[config.mk]
export PLATFORM = sky130hd
export DESIGN_NAME = tetris_vga_render
export DESIGN_NICKNAME = d
export VERILOG_FILES = /design/src/rtl/tetris_pkg.sv /design/src/rtl/vga_sync_gen.sv /design/src/rtl/tetris_vga_render.sv
export SDC_FILE = /design/constraint.sdc
export NUM_CORES = 1
export LEC_CHECK = 0
export CORE_AREA = 2 2 192 194
export DETAILED_ROUTE_END_ITERATION = 12
export DIE_AREA = 0 0 194 196
export PLACE_DENSITY = 0.51
export SLEW_MARGIN = 20
export SYNTH_ARGS = -nofsm -noshare
export SYNTH_HDL_FRONTEND = slang
export SYNTH_SLANG_ARGS = --single-unit
[constraint.sdc]
create_clock -name Clk -period 5.45 [get_ports Clk]
set_input_delay 0.545 -clock Clk [delete_from_list [all_inputs] [get_ports Clk]]
set_output_delay 0.545 -clock Clk [all_outputs]
set_load 0.005 [all_outputs]
[src/rtl/tetris_pkg.sv]
// Shared constants for the Tetris display path:
// playfield grid, VGA 640x480 timing and palette.
package tetris_pkg;

   localparam int COLS    = 10;
   localparam int ROWS    = 20;
   localparam int CELL    = 16;
   localparam int BORDER  = 4;
   localparam int FIELD_W = COLS * CELL;
   localparam int FIELD_H = ROWS * CELL;

   localparam int H_VIS  = 640;
   localparam int H_FP   = 16;
   localparam int H_SYNC = 96;
   localparam int H_BP   = 48;

   localparam int V_VIS  = 480;
   localparam int V_FP   = 10;
   localparam int V_SYNC = 2;
   localparam int V_BP   = 33;

   localparam int CW = 10;

   typedef struct packed {
      logic [2:0] r;
      logic [2:0] g;
      logic [1:0] b;
   } rgb_t;

   localparam rgb_t BLACK = '{r: 3'd0, g: 3'd0, b: 2'd0};
   localparam rgb_t CYAN  = '{r: 3'd0, g: 3'd7, b: 2'd3};
   localparam rgb_t GREY  = '{r: 3'd3, g: 3'd3, b: 2'd1};

   // Row 0 is the bottom of the field while screen row 0
   // is the top, hence the flip; x10 done as x8 + x2.
   function automatic logic [7:0] cell_index(
      input logic [4:0] cy,
      input logic [3:0] cx
   );
      logic [4:0] r;
      r = 5'd19 - cy;
      return {r, 3'b000}
           + {2'b00, r, 1'b0}
           + {4'b0000, cx};
   endfunction

endpackage

[src/rtl/vga_sync_gen.sv]
// Pixel-tick divider plus horizontal/vertical
// counters with raw syncs and visible flag.
module vga_sync_gen
   import tetris_pkg::*;
#(
   parameter int CLK_DIV = 4,
   parameter int HVIS    = H_VIS,
   parameter int HFP     = H_FP,
   parameter int HSYNC   = H_SYNC,
   parameter int HBP     = H_BP,
   parameter int VVIS    = V_VIS,
   parameter int VFP     = V_FP,
   parameter int VSYNC   = V_SYNC,
   parameter int VBP     = V_BP
) (
   input  logic          clk_i,
   input  logic          rst_ni,
   output logic          tick_o,
   output logic [CW-1:0] hc_o,
   output logic [CW-1:0] vc_o,
   output logic          hsync_o,
   output logic          vsync_o,
   output logic          vis_o
);

   localparam int HTOT = HVIS + HFP + HSYNC + HBP;
   localparam int VTOT = VVIS + VFP + VSYNC + VBP;
   localparam int DW   =
      (CLK_DIV > 1) ? $clog2(CLK_DIV) : 1;

   localparam logic [DW-1:0] DIV_MAX = DW'(CLK_DIV - 1);
   localparam logic [DW-1:0] DIV_ONE = DW'(1);

   localparam logic [CW-1:0] H_MAX  = CW'(HTOT - 1);
   localparam logic [CW-1:0] V_MAX  = CW'(VTOT - 1);
   localparam logic [CW-1:0] H_END  = CW'(HVIS);
   localparam logic [CW-1:0] V_END  = CW'(VVIS);
   localparam logic [CW-1:0] HS_ON  = CW'(HVIS + HFP);
   localparam logic [CW-1:0] HS_OFF =
      CW'(HVIS + HFP + HSYNC);
   localparam logic [CW-1:0] VS_ON  = CW'(VVIS + VFP);
   localparam logic [CW-1:0] VS_OFF =
      CW'(VVIS + VFP + VSYNC);

   logic [DW-1:0] div_q, div_d;
   logic [CW-1:0] hc_q, hc_d;
   logic [CW-1:0] vc_q, vc_d;
   logic          tick;

   // Counter registers with synchronous active-low reset.
   always_ff @(posedge clk_i) begin
      if (!rst_ni) begin
         div_q <= '0;
         hc_q  <= '0;
         vc_q  <= '0;
      end else begin
         div_q <= div_d;
         hc_q  <= hc_d;
         vc_q  <= vc_d;
      end
   end

   // Next-state: divider always runs, raster advances on ticks.
   always_comb begin
      tick  = (div_q == DIV_MAX);
      div_d = tick ? '0 : div_q + DIV_ONE;
      hc_d  = hc_q;
      vc_d  = vc_q;
      if (tick) begin
         if (hc_q == H_MAX) begin
            hc_d = '0;
            vc_d = (vc_q == V_MAX) ? '0 : vc_q + 1'b1;
         end else begin
            hc_d = hc_q + 1'b1;
         end
      end
   end

   assign tick_o  = tick;
   assign hc_o    = hc_q;
   assign vc_o    = vc_q;
   assign hsync_o = !((hc_q >= HS_ON) && (hc_q < HS_OFF));
   assign vsync_o = !((vc_q >= VS_ON) && (vc_q < VS_OFF));
   assign vis_o   = (hc_q < H_END) && (vc_q < V_END);

endmodule

[src/rtl/tetris_vga_render.sv]
// Renders the 10x20 playfield as 16px cells in a grey
// frame, from a per-frame snapshot of the block map.
module tetris_vga_render
   import tetris_pkg::*;
#(
   parameter int CLK_DIV  = 4,
   parameter int FIELD_X0 = 240,
   parameter int FIELD_Y0 = 80,
   parameter int HVIS     = H_VIS,
   parameter int HFP      = H_FP,
   parameter int HSYNC    = H_SYNC,
   parameter int HBP      = H_BP,
   parameter int VVIS     = V_VIS,
   parameter int VFP      = V_FP,
   parameter int VSYNC    = V_SYNC,
   parameter int VBP      = V_BP
) (
   input  logic         Clk,
   input  logic         Reset,
   input  logic [199:0] blocks,
   output logic         hSync,
   output logic         vSync,
   output logic [2:0]   vgaRed,
   output logic [2:0]   vgaGreen,
   output logic [1:0]   vgaBlue,
   output logic         frame_tick
);

   localparam logic [CW-1:0] FX0 = CW'(FIELD_X0);
   localparam logic [CW-1:0] FY0 = CW'(FIELD_Y0);
   localparam logic [CW-1:0] BX0 = CW'(FIELD_X0 - BORDER);
   localparam logic [CW-1:0] BY0 = CW'(FIELD_Y0 - BORDER);
   localparam logic [CW-1:0] FW  = CW'(FIELD_W);
   localparam logic [CW-1:0] FH  = CW'(FIELD_H);
   localparam logic [CW-1:0] BW  = CW'(FIELD_W + 2 * BORDER);
   localparam logic [CW-1:0] BH  = CW'(FIELD_H + 2 * BORDER);
   localparam logic [CW-1:0] SNAP_V = CW'(VVIS);

   logic          tick;
   logic [CW-1:0] hc;
   logic [CW-1:0] vc;
   logic          hs_raw;
   logic          vs_raw;
   logic          vis;

   vga_sync_gen #(
      .CLK_DIV (CLK_DIV),
      .HVIS    (HVIS),
      .HFP     (HFP),
      .HSYNC   (HSYNC),
      .HBP     (HBP),
      .VVIS    (VVIS),
      .VFP     (VFP),
      .VSYNC   (VSYNC),
      .VBP     (VBP)
   ) u_sync (
      .clk_i   (Clk),
      .rst_ni  (Reset),
      .tick_o  (tick),
      .hc_o    (hc),
      .vc_o    (vc),
      .hsync_o (hs_raw),
      .vsync_o (vs_raw),
      .vis_o   (vis)
   );

   logic [199:0]  shadow_q, shadow_d;
   logic          hsync_q, hsync_d;
   logic          vsync_q, vsync_d;
   rgb_t          rgb_q, rgb_d;
   logic          ftick_q, ftick_d;

   logic          snap;
   logic [CW-1:0] dx, dy;
   logic [CW-1:0] bdx, bdy;
   logic          in_field;
   logic          in_box;
   logic          grid;
   logic          cell_on;
   rgb_t          pix_rgb;

   // Offsets wrap below the origin, so a single unsigned
   // compare against the width tests both edges at once.
   always_comb begin
      dx       = hc - FX0;
      dy       = vc - FY0;
      bdx      = hc - BX0;
      bdy      = vc - BY0;
      in_field = (dx < FW) && (dy < FH);
      in_box   = (bdx < BW) && (bdy < BH);
      grid     = (dx[3:0] == 4'd0) || (dy[3:0] == 4'd0);
      cell_on  = shadow_q[cell_index(dy[8:4], dx[7:4])];
   end

   // Colour of the pixel at the current raster position.
   always_comb begin
      pix_rgb = BLACK;
      if (vis) begin
         if (in_field) begin
            if (cell_on && !grid) pix_rgb = CYAN;
         end else if (in_box) begin
            pix_rgb = GREY;
         end
      end
   end

   // Snapshot at the top of vertical blank; outputs on ticks.
   always_comb begin
      snap     = tick && (hc == '0) && (vc == SNAP_V);
      shadow_d = snap ? blocks : shadow_q;
      ftick_d  = snap;
      hsync_d  = tick ? hs_raw  : hsync_q;
      vsync_d  = tick ? vs_raw  : vsync_q;
      rgb_d    = tick ? pix_rgb : rgb_q;
   end

   // Output and snapshot registers.
   always_ff @(posedge Clk) begin
      if (!Reset) begin
         shadow_q <= '0;
         hsync_q  <= 1'b1;
         vsync_q  <= 1'b1;
         rgb_q    <= BLACK;
         ftick_q  <= 1'b0;
      end else begin
         shadow_q <= shadow_d;
         hsync_q  <= hsync_d;
         vsync_q  <= vsync_d;
         rgb_q    <= rgb_d;
         ftick_q  <= ftick_d;
      end
   end

   assign hSync      = hsync_q;
   assign vSync      = vsync_q;
   assign vgaRed     = rgb_q.r;
   assign vgaGreen   = rgb_q.g;
   assign vgaBlue    = rgb_q.b;
   assign frame_tick = ftick_q;

endmodule
# Yosys cells after proc, flatten, opt, wreduce, memory -nomap -nowiden
# Index checks and enable logic that the tools add are counted.
[word_totals]
output_inout_bits = 11
register_bits = 233
in_bits = 202
[classes]
n_eq_ne = 4
muxes = 8
bitwise_logic = 1
add_sub_neg = 10
reduce_logical = 17
n_lt_le_gt_ge = 11
[ops]
columns = ["operator", "count"]
rows = [
  ["10-bit by 9-bit < comparator with 1-bit output, second input constant", 4],
  ["10-bit by 1-bit adder with 10-bit output, second input constant", 2],
  ["10-bit equality test, second input constant", 2],
  ["10-bit < comparator, second input constant", 2],
  ["10-bit by 8-bit < comparator with 1-bit output, second input constant", 2],
  ["10-bit 2-to-1 mux", 2],
  ["10-bit by 7-bit subtractor with 10-bit output, second input constant", 2],
  ["10-bit by 8-bit subtractor with 10-bit output, second input constant", 2],
  ["8-bit 2-to-1 mux", 2],
  ["10-bit by 9-bit equality test with 1-bit output, second input constant", 1],
  ["10-bit greater-or-equal comparator, second input constant", 1],
  ["10-bit by 9-bit greater-or-equal comparator with 1-bit output, second input constant", 1],
  ["10-bit logical NOT", 1],
  ["8-bit by 9-bit < comparator with 1-bit output, second input constant", 1],
  ["8-bit by 4-bit adder with 8-bit output", 1],
  ["8-bit by 6-bit adder with 8-bit output", 1],
  ["1-bit binary-select mux with 8-bit select", 1],
  ["1-bit logical AND", 8],
  ["4-bit logical NOT", 2],
  ["7-bit 2-to-1 mux", 1],
  ["5-bit 2-to-1 mux", 1],
  ["5-bit subtractor, first input constant", 1],
  ["1-bit logical NOT", 3],
  ["2-bit by 1-bit adder with 2-bit output, second input constant", 1],
  ["other kinds (6)", 6],
]

# Longest topological paths before layout
# Gate-level depths: netlist (run 1).
[depth]
word_depth = 10
depth_mapped = 15

# Modules after synthesis
# From an unflattened synthesis (run 1), not the netlist that was laid out.
[hier_totals]
hier_cells = 1318
hier_area_um2 = 11710.0
[modules_own_cells]
columns = ["module", "cells_each", "n_inst", "area_each_um2"]
rows = [
  ["tetris_vga_render", 1180, 1, 10528.8],
  ["vga_sync_gen", 138, 1, 1181.1],
]

# Least setup slack after synthesis (run 1)
# Ideal clock, no wire load.
[synth_timing]
path_type = "register to register"
start = "register u_sync.vc_q[5], in the netlist u_sync.vc_o[5]"
end = "register rgb_q (netlist bit vgaGreen[1])"
arrival_ns = 3.524
stages_incl_launch_ff = 15
slack_ns = 1.803
required_ns = 5.327
cell_sequence = "dfxtp_1 -> clkbuf_1 -> inv_1 -> ha_1 -> xnor2_1 -> fa_1 -> fa_1 -> clkbuf_1 -> clkbuf_1 -> nand3b_1 -> o211ai_1 -> o211ai_1 -> a221o_1 -> nand4b_1 -> nand3_1"
[synth_via]
elab_chain_len = 10
word_cells_on_any_way = 18
cone_classes = "add/sub (5); order compare (3); mux (6); reduce/logical (4)"
[synth_rtl]
columns = ["item", "line", "source"]
rows = [
  ["start: declaration", "vga_sync_gen.sv:47", "logic [CW-1:0] vc_q, vc_d;"],
  ["start signal: assignment", "vga_sync_gen.sv:59", "vc_q <= vc_d;"],
  ["10-bit by 7-bit subtractor with 10-bit output", "tetris_vga_render.sv:86", "dy = vc - FY0;"],
  ["5-bit subtractor", "tetris_pkg.sv:41", "r = 5'd19 - cy;"],
  ["8-bit by 6-bit adder with 8-bit output", "tetris_pkg.sv:43", "+ {2'b00, r, 1'b0}"],
  ["8-bit by 4-bit adder with 8-bit output", "tetris_pkg.sv:44", "+ {4'b0000, cx};"],
  ["1-bit binary-select mux with 8-bit select", "tetris_vga_render.sv:92", "cell_on = shadow_q[cell_index(dy[8:4], dx[7:4])];"],
  ["1-bit 2-to-1 mux (not written as such)", "tetris_vga_render.sv:92", ""],
  ["1-bit logical AND", "tetris_vga_render.sv:100", "if (cell_on && !grid) pix_rgb = CYAN;"],
  ["5-bit 2-to-1 mux", "tetris_vga_render.sv:100", ""],
  ["8-bit 2-to-1 mux", "tetris_vga_render.sv:99", "if (in_field) begin"],
  ["8-bit 2-to-1 mux (*)", "tetris_vga_render.sv:98", "if (vis) begin"],
  ["end signal: assignment", "tetris_vga_render.sv:129", "rgb_q <= rgb_d;"],
  ["end: declaration", "tetris_vga_render.sv:70", "rgb_t rgb_q, rgb_d;"],
]
# Mark *: on every way between the ends. The rest lies on a longest branch, timed or not. The select of a mux whose other input is x is not followed.
# A chain may end at the register's enable or synchronous reset.

# Worst setup path in the final report (run 1)
[layout_timing]
start = "register u_sync.vc_q[4], in the netlist u_sync.vc_o[4]"
end = "register rgb_q (netlist bit vgaGreen[2])"
# The elaborated chain is that of the path after synthesis.

==> results.json, run 1 <==
{
  "status": "finished, final reports clean",
  "hold_slack_ps": 429,
  "clockBufferDepth": 3,
  "hold_depth": 1,
  "finalSetupViolCount": 0,
  "vias": 9234,
  "slew-limit-headroom": 0.309,
  "arrival_ps": 4990,
  "start_kind": "flop",
  "cts_buffers": 26,
  "r2r_cells": 14,
  "worst_pin_slew_ps": 1030,
  "grt_pass1_vias": 8998,
  "worst_slack_ps": 938,
  "die_w_um": 194,
  "avgViaCountPerCell": 4.87,
  "synth_area_leaders": "dfxtp_1 (43%), nand2_1 (15%), a21oi_1 (9.9%)",
  "power.leakage_nw": 4.65,
  "synth_edf_count": 0,
  "cp_max_fo": 9,
  "endpoint_kind": "flop",
  "pre_cts_ws_ps": 934,
  "avgSynthCellArea_um2": 8.50,
  "cts_root_buf": "clkbuf_16",
  "syn_inst": 1259,
  "yosys-top-cells-count": "nand2_1 (429), dfxtp_1 (228), a21oi_1 (211)",
  "routedWlPerCell_um": 17.5,
  "final_util": 0.386,
  "yosys.cell_types.count": 58,
  "place_inst": 1848,
  "ctsHoldBuffers": 0,
  "synthArstFlopShare": 0,
  "final_nets": 1641,
  "placed_cell_area_mm2": 0.0130,
  "drtAntennaViolNets": 0,
  "grt_max_degree": 132,
  "first_iter_violations": 532,
  "rows": 70,
  "maxCapViolCount": 0,
  "slew_violations": 0,
  "antenna_found_initial": 3,
  "io_buffers": 211,
  "h-tree-depth": 1,
  "syn2layout_area_growth_pct": 30.1,
  "pin_count": 213,
  "synth_most_common_cell": "nand2_1",
  "grt_overflow": 0,
  "fmax_mhz": 222,
  "tns_ps": 0,
  "post_cts_buffers": 0,
  "synth_ff_type": "dfxtp_1",
  "syn-num-nets": 1492,
  "critical_path_class": "flop to flop",
  "finalPower_mw": 3.71,
  "fin_crit_sh": 0.828,
  "yosysSeqAreaShare": 0.426,
  "clk_latency_ps": 540,
  "dieArea_mm2": 0.0380,
  "ir_drop_uv": 199,
  "worstHoldPathType": "flop to flop",
  "place_congestion": 0.797,
  "ys_seq_elements": 228,
  "firstDrtPassIters": 5,
  "place_hpwl_mm": 23.2,
  "hold_viol": 0,
  "instances_no_fill": 1895,
  "cts_tree": "built",
  "yosys_warnings": 0,
  "grt_pass1_wl_mm": 51.4,
  "dieHeight_um": 196,
  "postCtsResizedCells": 0,
  "synth.top_cell.area_share": 0.426,
  "drive_gt1_frac": 0.0716,
  "start_util": 0.297,
  "synth_area_mm2": 0.0107,
  "critPathRequiredTime_ps": 5930,
  "powerDensity_mw_per_mm2": 266,
  "cts_sinks": 228,
  "period_needed_ps": 4510,
  "clkSlewWorstSetupHoldPaths_ps": 60,
  "fp.coreArea_mm2": 0.0361,
  "final_design_area_no_fill_mm2": 0.0139,
  "routed_wl_mm": 33.1,
  "rsz0062_at_grt": "no",
  "drc_errors": 0,
  "finClkSkew_ps": 9.87,
  "track_usage": 0.169,
  "synth_largest_area_cell": "dfxtp_1"
}
## where the power goes
group	internal, mW	switching, mW
sequential	1.67	0.00146
combinational	0.133	0.0652
clock	1.12	0.721
## logic make-up (layout without fill, tap and decap cells)
family          Yosys count  in the layout  share of synthesized area
mux                      70             70                      0.129
buf+inv                 119            285                     0.0526
compound gates          260            260                      0.133
other cells               1              3                   0.000350
fa+ha+maj                31             31                     0.0376
simple gates            517            517                      0.194
xor+xnor                 33             33                     0.0270
flops                   228            228                      0.426
## path summary, 6_finish.rpt
kind | start | endpoint | slack [ps]
min reg2reg | u_sync.div_q[0] | u_sync.div_q[0] | 430
min | u_sync.div_q[0] | u_sync.div_q[0] | 430
max | u_sync.vc_o[4] | vgaGreen[2] | 940
max reg2reg | u_sync.vc_o[4] | vgaGreen[2] | 940
## cell type report
type	count	area, µm²
antenna	2	5.00
fill	3716	22200
inverter	21	83.8
multi-input combinational	912	5610
sequential	228	4570
clock buffer	36	769
clock inverter	9	123
timing repair buffer	219	2190
tap	468	586
## routing by layer
metal	part of all wire	global-route usage
met4	0.015	0.0356
met1	0.46	0.225
met2	0.49	0.285
met5	0.00039	0
met3	0.044	0.0297
## registers in the layout, summed over array words and instances, names as in the netlist
signal and flops:
shadow_q 200, u_sync.div_q 2, hSync 1, u_sync.hc_o 10, vSync 1, vgaRed 1, u_sync.vc_o 10, vgaGreen 2
frame_tick 1
## placed cells by master, fill, tap and decap left out, drive strengths merged, types with 5 or more instances in the layout
cell and count:
clkdlybuf4s50 211, and3 6, ha 29, a21oi 211, mux4 51, nand4 8
a22oi 5, xnor2 23, buf 8, nor4 6, mux2i 16, dfxtp 228
clkbuf 36, clkinv 6, nand2 429, nand3 16, xor2 10, nor2 33
o21ai 10, inv 20
## worst max-delay path: stages, from the launching register on
cell	delay [ps]
dfxtp_1	590
inv_1	220
ha_1	300
xnor2_1	290
inv_1	90
ha_1	330
ha_1	280
ha_1	360
xnor2_1	830
nand2b_1	260
nor2_1	160
a211oi_1	70
o31ai_1	370
nand4b_1	170
nand3_1	120
Note: power is estimated with default switching activity, not from simulation.
==> run 2: changes to the inputs <==
- PLACE_DENSITY: 0.51 -> 0.53
- clock period: 5.45 -> 3.85 ns (I/O delays scaled with it)
==> results.json, run 2 (synthesis results as in run 1) <==
{
  "cpPeakStageDelay_ps": 520,
  "final_util": 0.392,
  "finClkSkew_ps": 17.5,
  "hold_viol": 0,
  "worst_path_max_delay_cell": "mux4_2",
  "power.leakage_nw": 4.77,
  "clkSlewWorstSetupHoldPaths_ps": 60,
  "hold_depth": 3,
  "place_congestion": 0.828,
  "antennaDiodeCount": 0,
  "syn2layout_area_growth_pct": 32.0,
  "grt_pass1_vias": 9185,
  "pin_count": 213,
  "finalPower_mw": 5.22,
  "cts_root_buf": "clkbuf_16",
  "final_common_cell": "nand2_1",
  "regMostFlops": "shadow_q",
  "arrival_ps": 3970,
  "grt_pass1_wl_mm": 49.4,
  "avgViaCountPerCell": 4.79,
  "vias": 9155,
  "antenna_found_initial": 0,
  "fin_crit_sh": 0.923,
  "path_common_cell": "ha_1",
  "routedWlPerCell_um": 16.4,
  "largest_register_ffs": 200,
  "die_w_um": 194,
  "endpoint_kind": "flop",
  "drtAntennaViolNets": 0,
  "grt_max_degree": 121,
  "status": "finished, final reports clean",
  "period_needed_ps": 3550,
  "cts_sinks": 228,
  "critical_path_class": "flop to flop",
  "critPathRequiredTime_ps": 4270,
  "cts_tree": "built",
  "crit_chain": "ha_1 -> xor2_1 -> ha_1 -> ha_2 -> buf_12 -> mux4_2 -> mux2i_1 -> nand2_1 -> and3_1 -> a221o_1 -> nand4b_1 -> nand3_1",
  "start_kind": "flop",
  "firstDrtPassIters": 5,
  "slew_violations": 0,
  "first_iter_violations": 474,
  "powerDensity_mw_per_mm2": 369,
  "drive_gt1_frac": 0.0825,
  "fp.coreArea_mm2": 0.0361,
  "final_nets": 1659,
  "io_buffers": 211,
  "cp_max_fo": 17,
  "place_hpwl_mm": 22.4,
  "rsz0062_at_grt": "no",
  "worstHoldPathType": "input port to flop",
  "routed_wl_mm": 31.4,
  "rows": 70,
  "fmax_mhz": 281,
  "cts_buffers": 27,
  "worst_pin_slew_ps": 979,
  "grt_overflow": 0,
  "start_util": 0.297,
  "slew-limit-headroom": 0.347,
  "tns_ps": 0,
  "track_usage": 0.161,
  "dieArea_mm2": 0.0380,
  "ir_drop_uv": 341,
  "drc_errors": 0,
  "final_cell_mix": "nand2_1 (429), dfxtp_1 (227), a21oi_1 (211), clkdlybuf4s50_1 (211), mux4_2 (40)",
  "r2r_cells": 12,
  "h-tree-depth": 1,
  "maxCapViolCount": 0,
  "num-fill-cells": 3725,
  "dieHeight_um": 196,
  "finalSetupViolCount": 0,
  "clockBufferDepth": 3,
  "clk_latency_ps": 540
}
## run 2: cell type report
type	count	area, µm²	area share
multi-input cells	912	5620	0.398
inverters	21	83.8	0.00593
flip-flops and latches	228	4570	0.323
repair buffers	236	2390	0.169
clock buffers	36	759	0.0538
well taps	468	586	0.0414
clock inverters	9	130	0.00921
## run 2: timing repair
action / CTS / global route
endpoints found under the setup margin: 0 / 2
setup buffers: 0 / 0
hold buffers: 0 / 0
resized for setup: 0 / 1
## run 2: power by group
| part | internal (mW) | switching (mW) |
|---|---|---|
| registers | 2.36 | 0.00207 |
| clock network | 1.57 | 0.993 |
| logic | 0.190 | 0.0937 |
## run 2: final timing paths
check / startpoint / endpoint / slack, ps
worst max register to register: u_sync.hc_o[5] / vgaGreen[1] / 300
worst max-delay path: u_sync.hc_o[5] / vgaGreen[1] / 300
worst min-delay path: blocks[130] / shadow_q[130] / 400
worst min register to register: u_sync.div_q[0] / u_sync.div_q[0] / 430
## run 2: worst max-delay path, delay by kind of cell, from the launching register on
kind | cells | cell delay, ps
fa+ha+maj | 3 | 1000
mux | 2 | 750
flops | 1 | 500
simple gates | 4 | 410
compound gates | 1 | 340
buf+inv | 1 | 220
xor+xnor | 1 | 210
## run 2: metal layers
| layer | part of all wire | GRT usage | up-vias |
|---|---|---|---|
| met5 | 0 | 0 | - |
| met4 | 0.014 | 0.0337 | 0 |
| met3 | 0.043 | 0.0239 | 30 |
| met2 | 0.49 | 0.277 | 199 |
| met1 | 0.46 | 0.214 | 4319 |
| li1 | - | - | 4607 |
## run 2: through the flow
stage	instances	hold slack [ps]	cell area, µm²	setup WS, ps
2_1_floorplan	1259	398	10700	203
3_3_place_gp	1865	411	13200	298
3_5_place_dp	1865	413	13200	227
4_1_cts	1910	379	14100	218
5_1_grt	1910	398	14100	38.1
6_report	1910	400	14100	296
==> run 3: changes to the inputs <==
- PLACE_DENSITY: 0.53 -> 0.5
==> results.json, run 3 (synthesis results as in run 1) <==
{
  "status": "finished, final reports clean",
  "io_buffers": 211,
  "routed_wl_mm": 32.4,
  "drc_errors": 0,
  "cts_sinks": 228,
  "dieArea_mm2": 0.0380,
  "final_common_cell": "nand2_1",
  "firstDrtPassIters": 4,
  "h-tree-depth": 1,
  "syn2layout_area_growth_pct": 32.5,
  "rows": 70,
  "wl_met2_mm": 15.9,
  "start_kind": "flop",
  "dr_wl_met3_mm": 1.18,
  "fmax_mhz": 278,
  "r2r_cells": 15,
  "clk_latency_ps": 560,
  "finClkSkew_ps": 22.5,
  "critical_path_class": "flop to flop",
  "worst_pin_slew_ps": 1040,
  "finalSetupViolCount": 0,
  "hold_viol": 0,
  "critPathRequiredTime_ps": 4270,
  "hold_depth": 3,
  "die_w_um": 194,
  "power.leakage_nw": 4.77,
  "highest_layer": "met5",
  "clkSlewWorstSetupHoldPaths_ps": 60,
  "first_iter_violations": 544,
  "track_usage": 0.166,
  "fin_crit_sh": 0.935,
  "ir_drop_uv": 290,
  "cts_root_buf": "clkbuf_16",
  "rsz0062_at_grt": "no",
  "largest_register_ffs": 200,
  "tns_ps": 0,
  "met1Wirelength_mm": 14.7,
  "worstHoldPathType": "input port to flop",
  "cts_tree": "built",
  "endpoint_kind": "flop",
  "pin_count": 213,
  "period_needed_ps": 3600,
  "avgViaCountPerCell": 4.79,
  "place_hpwl_mm": 22.8,
  "slew_violations": 0,
  "cts_buffers": 27,
  "fp.coreArea_mm2": 0.0361,
  "routedWlPerCell_um": 17.0,
  "grt_max_degree": 125,
  "antennaDiodeCount": 0,
  "powerDensity_mw_per_mm2": 385,
  "grt_overflow": 0,
  "drtAntennaViolNets": 0,
  "dieHeight_um": 196,
  "final_nets": 1655,
  "drive_gt1_frac": 0.0845,
  "place_congestion": 0.812,
  "start_util": 0.297,
  "clockBufferDepth": 3,
  "regMostFlops": "shadow_q",
  "cp_max_fo": 7,
  "vias": 9162,
  "pre_cts_ws_ps": 254,
  "final_cell_mix": "nand2_1 (429), dfxtp_1 (227), a21oi_1 (211), clkdlybuf4s50_1 (211), mux4_2 (40)",
  "arrival_ps": 4020,
  "grt_pass1_vias": 9204,
  "grt_pass1_wl_mm": 50.6,
  "maxCapViolCount": 0,
  "antenna_found_initial": 1,
  "slew-limit-headroom": 0.308,
  "worst_slack_ps": 249
}
[run 3: cell count changes in the layout (fill, tap and decap cells not counted), sizes merged]
cell	change
bufinv	+2
clkbuf	-2
inv	-1
buf	-4
clkinv	+3
clkinvlp	+3
[run 3: what timing repair did]
| action | 4_1_cts | 5_1_grt |
|---|---|---|
| gates resized for setup | 0 | 1 |
| buffers inserted | 0 | 0 |
| hold endpoints to repair | 0 | 0 |
| endpoints found under the setup margin | 0 | 2 |
| hold buffers | 0 | 0 |
[run 3: final timing paths]
kind | start | end | slack [ps]
max | u_sync.vc_o[4] | vgaGreen[1] | 250
min | blocks[114] | shadow_q[114] | 380
max reg2reg | u_sync.vc_o[4] | vgaGreen[1] | 250
min reg2reg | u_sync.div_q[0] | u_sync.div_q[0] | 430
[run 3: cell type report]
| type | instances | area [µm²] |
|---|---|---|
| Fill cell | 3741 | 21900 |
| Multi-Input combinational cell | 912 | 5610 |
| Sequential cell | 228 | 4570 |
| Timing Repair Buffer | 232 | 2350 |
| Clock buffer | 34 | 752 |
| Tap cell | 468 | 586 |
| Clock inverter | 16 | 235 |
| Inverter | 21 | 83.8 |
[run 3: power by group]
part / internal [mW] / leakage, nW / total [mW] / switching [mW]
Clock: 1.73 / 0.480 / 2.80 / 1.08
Sequential: 2.36 / 1.84 / 2.36 / 0.00213
Combinational: 0.190 / 2.45 / 0.288 / 0.0973
[run 3: critical path, stage by stage, from the launching register on]
cell      delay, ps
dfxtp_1         320
inv_1           100
ha_1            270
xnor2_1         310
inv_1            90
ha_1            330
ha_1            280
ha_1            360
xnor2_1         170
buf_4           170
nor2_1          230
a32oi_1         140
and3_1          180
a221o_1         340
nand4b_1        110
nand3_1          70
[run 3: metal layers]
metal / up-vias / track usage
li1: 4606 / -
met1: 4360 / 0.218
met2: 159 / 0.287
met3: 35 / 0.0246
met4: 2 / 0.0407
met5: - / 0
[run 3: metrics by stage]
stage / power [mW] / util / hold WS [ps] / cell area [µm²] / instances
5_1_grt: 5.64 / 0.393 / 363 / 14200 / 1911
4_1_cts: 5.53 / 0.393 / 353 / 14200 / 1911
3_3_place_gp: 2.71 / 0.365 / 412 / 13200 / 1861
2_1_floorplan: 2.46 / - / 398 / 10700 / 1259
3_5_place_dp: 2.71 / 0.365 / 416 / 13200 / 1861
6_report: 5.46 / 0.393 / 378 / 14200 / 1911
